===== config.mk =====
export PLATFORM = sky130hd
export DESIGN_NAME = user_motion_ctrl_flat
export DESIGN_NICKNAME = d
export VERILOG_FILES = /design/src/rtl/user_motion_ctrl_if.sv /design/src/rtl/user_motion_ctrl.sv /design/src/flat_wrapper.sv
export SDC_FILE = /design/constraint.sdc
export NUM_CORES = 1
export LEC_CHECK = 0
export BUFFER_PORTS_ARGS = -buffer_cell sky130_fd_sc_hd__buf_2
export CAP_MARGIN = 20
export CORE_UTILIZATION = 51
export CTS_BUF_LIST = sky130_fd_sc_hd__clkbuf_8
export DETAILED_ROUTE_END_ITERATION = 6
export HOLD_SLACK_MARGIN = 0.15
export PLACE_DENSITY_LB_ADDON = 0.08
export SYNTH_ARGS = -nofsm -noshare
export SYNTH_HDL_FRONTEND = slang
export SYNTH_SLANG_ARGS = --single-unit

===== constraint.sdc =====
create_clock -name i_clk -period 2.1 [get_ports i_clk]
set_clock_uncertainty 0.05 [all_clocks]
set_input_delay 0.315 -clock i_clk [delete_from_list [all_inputs] [get_ports i_clk]]
set_output_delay 0.315 -clock i_clk [all_outputs]
set_load 0.02 [all_outputs]

===== src/rtl/user_motion_ctrl_if.sv =====
// Handshake and position bundle between the motion sequencer and its
// surroundings (frame timing, player controls, sprite plotter).
interface user_motion_ctrl_if;
    logic       i_frame_tick;
    logic       i_move_left;
    logic       i_move_right;
    logic       i_plot_done;
    logic       o_plot_start;
    logic       o_erase;
    logic [8:0] o_x_pos;
    logic [7:0] o_y_pos;
    logic       o_busy;

    // Sequencer side
    modport master (
        input  i_frame_tick, i_move_left, i_move_right, i_plot_done,
        output o_plot_start, o_erase, o_x_pos, o_y_pos, o_busy
    );

    // Environment side (controls, plotter, frame timing)
    modport slave (
        output i_frame_tick, i_move_left, i_move_right, i_plot_done,
        input  o_plot_start, o_erase, o_x_pos, o_y_pos, o_busy
    );
endinterface


===== src/rtl/user_motion_ctrl.sv =====
// Player-ship motion sequencer: samples left/right on each frame tick and
// redraws the ship via an erase pass at the old x then a draw pass at the
// new, clamped x.
//
// state        | meaning
// -------------+-----------------------------------------------
// INIT         | reset state, leads straight into the first draw
// DRAW_START   | plot_start pulse for the draw pass
// DRAW_WAIT    | waiting for plot_done of the draw pass
// IDLE         | waiting for a frame tick with a legal move
// ERASE_START  | plot_start pulse for the erase pass (erase high)
// ERASE_WAIT   | waiting for plot_done of the erase pass (erase high)
// UPDATE       | x_pos takes its new value
module user_motion_ctrl #(
    parameter int X_INIT = 150,
    parameter int Y_POS  = 220,
    parameter int X_MIN  = 0,
    parameter int X_MAX  = 300,
    parameter int STEP   = 2
) (
    input  logic                  i_clk,
    input  logic                  i_reset,
    user_motion_ctrl_if.master    ctrl
);

    localparam logic [9:0] L_X_INIT = 10'(X_INIT);
    localparam logic [9:0] L_X_MIN  = 10'(X_MIN);
    localparam logic [9:0] L_X_MAX  = 10'(X_MAX);
    localparam logic [9:0] L_STEP   = 10'(STEP);
    localparam logic [7:0] L_Y_POS  = 8'(Y_POS);

    typedef enum logic [2:0] {
        S_INIT, S_DRAW_START, S_DRAW_WAIT, S_IDLE,
        S_ERASE_START, S_ERASE_WAIT, S_UPDATE
    } state_t;

    typedef enum logic [1:0] {DIR_NONE, DIR_LEFT, DIR_RIGHT} dir_t;

    state_t     r_state;
    state_t     w_state_nxt;
    dir_t       r_dir_q;
    dir_t       w_dir;
    // Kept at 10 bits so the clamp compares cannot wrap; the top bit is
    // always zero because the result never exceeds X_MAX.
    logic [9:0] r_x_pos;
    logic [9:0] w_x_left;
    logic [9:0] w_x_right;
    logic       w_tick_move;

    // Direction request, qualified so a move never pushes past either edge
    always_comb begin
        w_dir = DIR_NONE;
        if (ctrl.i_move_left && !ctrl.i_move_right && (r_x_pos > L_X_MIN))
            w_dir = DIR_LEFT;
        else if (ctrl.i_move_right && !ctrl.i_move_left && (r_x_pos < L_X_MAX))
            w_dir = DIR_RIGHT;
    end

    assign w_tick_move = ctrl.i_frame_tick && (w_dir != DIR_NONE);

    // Clamped candidate positions for both directions
    always_comb begin
        w_x_left  = (r_x_pos < (L_X_MIN + L_STEP)) ? L_X_MIN : (r_x_pos - L_STEP);
        w_x_right = ((r_x_pos + L_STEP) > L_X_MAX) ? L_X_MAX : (r_x_pos + L_STEP);
    end

    // State register
    always_ff @(posedge i_clk or posedge i_reset) begin
        if (i_reset) r_state <= S_INIT;
        else         r_state <= w_state_nxt;
    end

    // Next-state logic; ticks and plot_done outside their states are dropped
    always_comb begin
        w_state_nxt = r_state;
        case (r_state)
            S_INIT:        w_state_nxt = S_DRAW_START;
            S_DRAW_START:  w_state_nxt = S_DRAW_WAIT;
            S_DRAW_WAIT:   if (ctrl.i_plot_done) w_state_nxt = S_IDLE;
            S_IDLE:        if (w_tick_move) w_state_nxt = S_ERASE_START;
            S_ERASE_START: w_state_nxt = S_ERASE_WAIT;
            S_ERASE_WAIT:  if (ctrl.i_plot_done) w_state_nxt = S_UPDATE;
            S_UPDATE:      w_state_nxt = S_DRAW_START;
            default:       w_state_nxt = S_INIT;
        endcase
    end

    // Direction latch and position update; x only moves in UPDATE so it is
    // stable across every plot pass
    always_ff @(posedge i_clk or posedge i_reset) begin
        if (i_reset) begin
            r_dir_q <= DIR_NONE;
            r_x_pos <= L_X_INIT;
        end else begin
            if ((r_state == S_IDLE) && w_tick_move)
                r_dir_q <= w_dir;
            if (r_state == S_UPDATE) begin
                case (r_dir_q)
                    DIR_LEFT:  r_x_pos <= w_x_left;
                    DIR_RIGHT: r_x_pos <= w_x_right;
                    default:   r_x_pos <= r_x_pos;
                endcase
            end
        end
    end

    // Moore outputs decoded from the state register only
    always_comb begin
        ctrl.o_plot_start = (r_state == S_ERASE_START) || (r_state == S_DRAW_START);
        ctrl.o_erase      = (r_state == S_ERASE_START) || (r_state == S_ERASE_WAIT);
        ctrl.o_busy       = (r_state != S_IDLE);
        ctrl.o_x_pos      = r_x_pos[8:0];
        ctrl.o_y_pos      = L_Y_POS;
    end

endmodule


===== src/flat_wrapper.sv =====
// flat-port wrapper written by rule: the top's interface ports become plain ports
module user_motion_ctrl_flat 
#(
    parameter int X_INIT = 150,
    parameter int Y_POS  = 220,
    parameter int X_MIN  = 0,
    parameter int X_MAX  = 300,
    parameter int STEP   = 2
)
  (i_clk, i_reset, ctrl_i_frame_tick, ctrl_i_move_left, ctrl_i_move_right, ctrl_i_plot_done, ctrl_o_plot_start, ctrl_o_erase, ctrl_o_x_pos, ctrl_o_y_pos, ctrl_o_busy);
  user_motion_ctrl_if ctrl_i ();
  input  logic i_clk;
  input  logic i_reset;
  input wire logic [$bits(ctrl_i.i_frame_tick)-1:0] ctrl_i_frame_tick;
  input wire logic [$bits(ctrl_i.i_move_left)-1:0] ctrl_i_move_left;
  input wire logic [$bits(ctrl_i.i_move_right)-1:0] ctrl_i_move_right;
  input wire logic [$bits(ctrl_i.i_plot_done)-1:0] ctrl_i_plot_done;
  output wire logic [$bits(ctrl_i.o_plot_start)-1:0] ctrl_o_plot_start;
  output wire logic [$bits(ctrl_i.o_erase)-1:0] ctrl_o_erase;
  output wire logic [$bits(ctrl_i.o_x_pos)-1:0] ctrl_o_x_pos;
  output wire logic [$bits(ctrl_i.o_y_pos)-1:0] ctrl_o_y_pos;
  output wire logic [$bits(ctrl_i.o_busy)-1:0] ctrl_o_busy;
  assign ctrl_i.i_frame_tick = ctrl_i_frame_tick;
  assign ctrl_i.i_move_left = ctrl_i_move_left;
  assign ctrl_i.i_move_right = ctrl_i_move_right;
  assign ctrl_i.i_plot_done = ctrl_i_plot_done;
  assign ctrl_o_plot_start = ctrl_i.o_plot_start;
  assign ctrl_o_erase = ctrl_i.o_erase;
  assign ctrl_o_x_pos = ctrl_i.o_x_pos;
  assign ctrl_o_y_pos = ctrl_i.o_y_pos;
  assign ctrl_o_busy = ctrl_i.o_busy;
  user_motion_ctrl #(.X_INIT(X_INIT), .Y_POS(Y_POS), .X_MIN(X_MIN), .X_MAX(X_MAX), .STEP(STEP)) u_core (.i_clk(i_clk), .i_reset(i_reset), .ctrl(ctrl_i));
endmodule

[Yosys cells after proc, flatten, opt, wreduce, memory -nomap -nowiden]
Index checks and enable logic that the tools add are counted.
Cells by class
  $add $sub $neg: 2
  magnitude comparators: 4
  equality and inequality tests: 12
  multiplexer cells: 9
  reductions and logical operators: 16
Operators with widths (number)
  2-to-1 mux 10 bit: 2
  case mux 10 bit (2 select lines): 1
  case mux 3 bit (6 select lines): 1
  adder 10 x 2 -> 10 bit, second input constant: 1
  > comparator 10 x 1 -> 1 bit, second input constant: 1
  > comparator 10 x 9 -> 1 bit, second input constant: 1
  < comparator 10 x 2 -> 1 bit, second input constant: 1
  < comparator 10 x 9 -> 1 bit, second input constant: 1
  subtractor 10 x 2 -> 10 bit, second input constant: 1
  == test 3 bit, second input constant: 3
  2-to-1 mux 3 bit: 3
  == test 3 x 2 -> 1 bit, second input constant: 2
  logical AND 1 bit: 6
  2-to-1 mux 2 bit: 2
  inequality test 2 bit, second input constant: 2
  nonzero test 2 bit: 2
  == test 3 x 1 -> 1 bit, second input constant: 1
  logical NOT 3 bit: 1
  inequality test 3 x 2 -> 1 bit, second input constant: 1
  AND reduction 3 bit: 1
  == test 2 x 1 -> 1 bit, second input constant: 1
  == test 2 bit, second input constant: 1
  logical NOT 1 bit: 2
  logical OR 1 bit: 2
  other kinds (3): 3
Storage, ports and cells
  register bits: 15
  input port bits: 6
  output and inout bits: 20
  logic and storage cells: 46

[Logic depth before layout (Yosys ltp)]
  depth after elaboration: 9
  mapped depth: 8

[Worst setup path after synthesis]
Ideal clock, no wire load.
  kind: reg-to-reg
  start: register u_core.r_x_pos[2]
  end: register u_core.r_x_pos[9]
  library setup time: 135 ps
  arrival time: 1810 ps
  required time: 1915 ps
  setup slack: 105 ps
  cell stages (with the launch flop): 8
  buffers on the path: 0
  clock period less this slack: 1995 ps
  cells stage by stage: dfstp_2 inv_1 ha_1 or4b_1 or3_1 nor3b_1 o21ai_0 o31ai_1
On the way
  cells in the longest elaborated chain, start to end: 4
  elaborated cells between the ends (all ways): 7
  classes of those cells: 2 x add/sub; 2 x order compare; 3 x mux
RTL lines
  from (decl): RTL line user_motion_ctrl.sv:45  | logic [9:0] r_x_pos;
  from (signal assigned): RTL line user_motion_ctrl.sv:99  | DIR_LEFT: r_x_pos <= w_x_left;
  from (signal assigned): RTL line user_motion_ctrl.sv:100  | DIR_RIGHT: r_x_pos <= w_x_right;
  from (signal assigned): RTL line user_motion_ctrl.sv:101  | default: r_x_pos <= r_x_pos;
  adder 10 x 2 -> 10 bit: RTL line user_motion_ctrl.sv:64  | w_x_right = ((r_x_pos + L_STEP) > L_X_MAX) ? L_X_MAX : (r_x_pos + L_STEP);
  > comparator 10 x 9 -> 1 bit: RTL line user_motion_ctrl.sv:64
  2-to-1 mux 10 bit: RTL line user_motion_ctrl.sv:64
  case mux 10 bit (2 select lines) (*): RTL line user_motion_ctrl.sv:98  | case (r_dir_q)
Every way passes the cells marked *; elsewhere a longest branch is shown, timed or not.
A chain may end at the register's enable or synchronous reset.

[Final worst setup path]
  start: register u_core.r_x_pos[1]
  end: register u_core.r_x_pos[4]
The elaborated chain is that of the path after synthesis.

==> results.md <==
* Status: completed
* Cell Count, Final, Fillers Out at approximately 220
* Synth Area in Simple Gates at between 20 and 30%
* Synth Area in Compound Gates at 23.5%
* Share of cells above drive strength 1 at between 30% and 40%
* H-tree Lvls at 1
* CP Capture Type: register
* DR WL met3 at between 200 and 250 µm
* Starting Density at between 50% and 60%
* Placed insts at 209
* Die footprint at roughly 2800 µm²
* Setup ws final at about 0.031 ns
* Slew Limit Fails at 0
* FILL cells at approximately 220
* Post-synthesis adder-cell area fraction at approximately 3.7%
* Leak at roughly 0.69 nW
* Synth cell types at 50
* Drt pass-1 iters at 4
* Synth warn at 0
* WL per Instance at 14.4 µm
* Layout area overhead at 16.5%
* RSZ-0062 raised after global routing: true
* Mux cell area share after synthesis at less than 1%
* Synthesized cell area at 1340 µm²
* Buf/Inv on CP at 0
* Worst-case vdd ir drop at roughly 1000 µV
* Total Wirelength at ~3.1 mm
* Gr ovfl total at 0
* Root buffer cell: clkbuf_8
* Die width at 53.2 µm
* CTS Sinks at 14
* GPL Wtd Cong at 0.913
* I/O Buffers at 16
* Most frequent cells in the layout: buf_4 (19), nor2_1 (16), buf_2 (16)
* Critical Path Max Stage Delay at between 0.6 and 0.7 ns
* DRC violations left at 0
* Critical Path, Cell by Cell: ha_4 > and4_4 > a211oi_1 > o211ai_1 > o21ai_1 > a221o_1
* Hpwl dp at 2.20 mm
* Via density at between 5 and 6
* Vias in the first global route at about 1100
* Layout Nets at ~200
* Crit-path max FO at 6
* Row cnt at 18
* Worst-Skew Late Latency at roughly 0.25 ns
* Met1 WL at between 1 and 1.5 mm
* Worst Path Required at 2.23 ns
* DR iter-0 viols at 51
* Final-report setup violation count at 0
* DR WL met2 at ~1.5 mm
* Synth Area in XOR/XNOR at about 3.9%
* Core box area at roughly 2500 µm²
* Largest net degree at the start of global routing at 24
* F_max at 483 MHz
* P per Cell Area at 1340 nW/µm²
* CTS Buf Count at 3
* Sequential area share after synthesis at 26.6%
* Worst slew margin at 61.1%
* Sequential cell area at ~360 µm²
* Fin crit share at between 90% and 100%
* Multi-input logic area at approximately 840 µm²
* Ys async rst share at 100%
* CP Class: reg2reg
* Via Count at around 1300
* DRT antenna net count at 0
* Max-Cap Viols at 0
* Crit path arrival time at roughly 2.2 ns
* Fin Setup TNS at 0 ns
* Fin util at 62.8%
* Die H at 53.2 µm
* Clock buffer depth at 2
* Setup slack at placement at -0.0242 ns
* Top layer reached by signal wires: met4
* Hold WC Path Type: in2reg
* Primary FF master, synth: dfrtp_1
* Clock slew at reported path FFs at about 0.060 ns
* CP top delay family: compound AO/OA/AOI/OAI gates
* CP Launch Type: register
* Number of synthesized flops with an enable pin at 0
* Final Hold Viols at 0
* Top-Level Pins at 26
* Hold Path Stages at 3
* Worst-margin pin slew at 0.583 ns
* Synth Area per Inst at just under 8 µm²
* Gate Count Post-Synth at 168
* Largest family of logic cells by synthesized area: simple AND/OR/NAND/NOR gates
* Worst path slowest cell: dfstp_2
* Most common cell after layout, fill and taps aside: buf_4
* WP depth at 6
* Worst R2R Path Depth at 6
* Post-synthesis register bit count at 14
* ANT cells at 0
* Period minus WS final at a little over 2 ns
* CTS tree: yes
* Initial antenna violation count at 0
* First-pass GRT wire length at ~5.2 mm
* All-Layer GR Usage at between 20% and 30%
final timing paths:
check                             startpoint                 to  slack [ns]
max                        u_core.r_x_pos[1]  u_core.r_x_pos[4]        0.03
min                         ctrl_i_plot_done  u_core.r_state[0]        0.31
max reg2reg                u_core.r_x_pos[1]  u_core.r_x_pos[4]        0.03
min reg2reg                u_core.r_dir_q[0]  u_core.r_dir_q[0]        0.44
max in group asynchronous            i_reset  u_core.r_x_pos[3]        1.00
min in group asynchronous            i_reset  u_core.r_x_pos[8]        0.61
kinds of logic (layout without fill, tap and decap cells):
family,after synthesis,in the layout
AND/OR/NAND/NOR,60,60
AO/OA/AOI/OAI,45,45
buffers and inverters,36,48
flip-flops,14,14
XOR/XNOR,6,6
adder cells (fa/ha/maj),4,4
other,2,9
multiplexers,1,1
metal layers:
layer / vias up / GRT usage (%)
li1: 609 / -
met1: 581 / 35.4
met2: 62 / 38.6
met3: 6 / 7.18
met4: 0 / 8.77
met5: - / 0
power breakdown:
group	leakage (nW)	internal (mW)	switching (mW)
Clock	0.0288	0.166	0.101
Sequential	0.167	0.392	0.157
Combinational	0.490	0.556	0.710
Total	0.686	1.11	0.968
worst register-to-register path, stage by stage (launching register included):
cell      delay (ns)
dfstp_2         0.62
ha_4            0.18
and4_4          0.24
a211oi_1        0.07
o211ai_1        0.35
o21ai_1         0.13
a221o_1         0.36
area by class of cell:
class | instances | share of cell area (%)
Tap cell | 30 | 2.41
Timing Repair Buffer | 36 | 15.0
Clock buffer | 4 | 3.54
Sequential cell | 14 | 22.8
Inverter | 8 | 1.93
Multi-Input combinational cell | 125 | 54.3
sequential cells by signal, summed over array words and instances, names as in the netlist:
register,flops
u_core.r_x_pos,9
u_core.r_state,3
u_core.r_dir_q,2
stage by stage:
step / power, mW / area (µm²) / hold slack (ns)
floorplan: 1.43 / 1360 / 0.151
CTS: 2.01 / 1500 / 0.310
detailed placement: 1.70 / 1420 / 0.355
finish: 2.08 / 1560 / 0.314
global placement: 1.68 / 1420 / 0.348
global route: 2.27 / 1560 / 0.340
Yosys cell counts, types with 3 or more instances:
cell type | count | area (µm²)
buf_4 | 17 | 128
nor2_1 | 17 | 63.8
o21ai_0 | 12 | 60.1
dfrtp_1 | 10 | 250
nand2_1 | 10 | 37.5
inv_1 | 8 | 30.0
clkbuf_1 | 7 | 26.3
nor3_1 | 7 | 35.0
a21o_1 | 5 | 37.5
o211ai_1 | 5 | 37.5
or3_1 | 5 | 31.3
a21oi_1 | 4 | 20.0
dfstp_2 | 4 | 105
ha_1 | 4 | 50.1
xnor2_1 | 4 | 35.0
a31oi_1 | 3 | 18.8
nand3_1 | 3 | 15.0
nor2b_1 | 3 | 18.8
what timing repair did:
action / in CTS / in global routing
pin swaps: 1 / 5
resized for setup: 3 / 12
setup buffers: 1 / 2
endpoints found under the hold margin: 10 / 0
endpoints found under the setup margin: 4 / 6
hold buffers: 1 / 0
No activity file was read; power rests on OpenSTA's default activity.
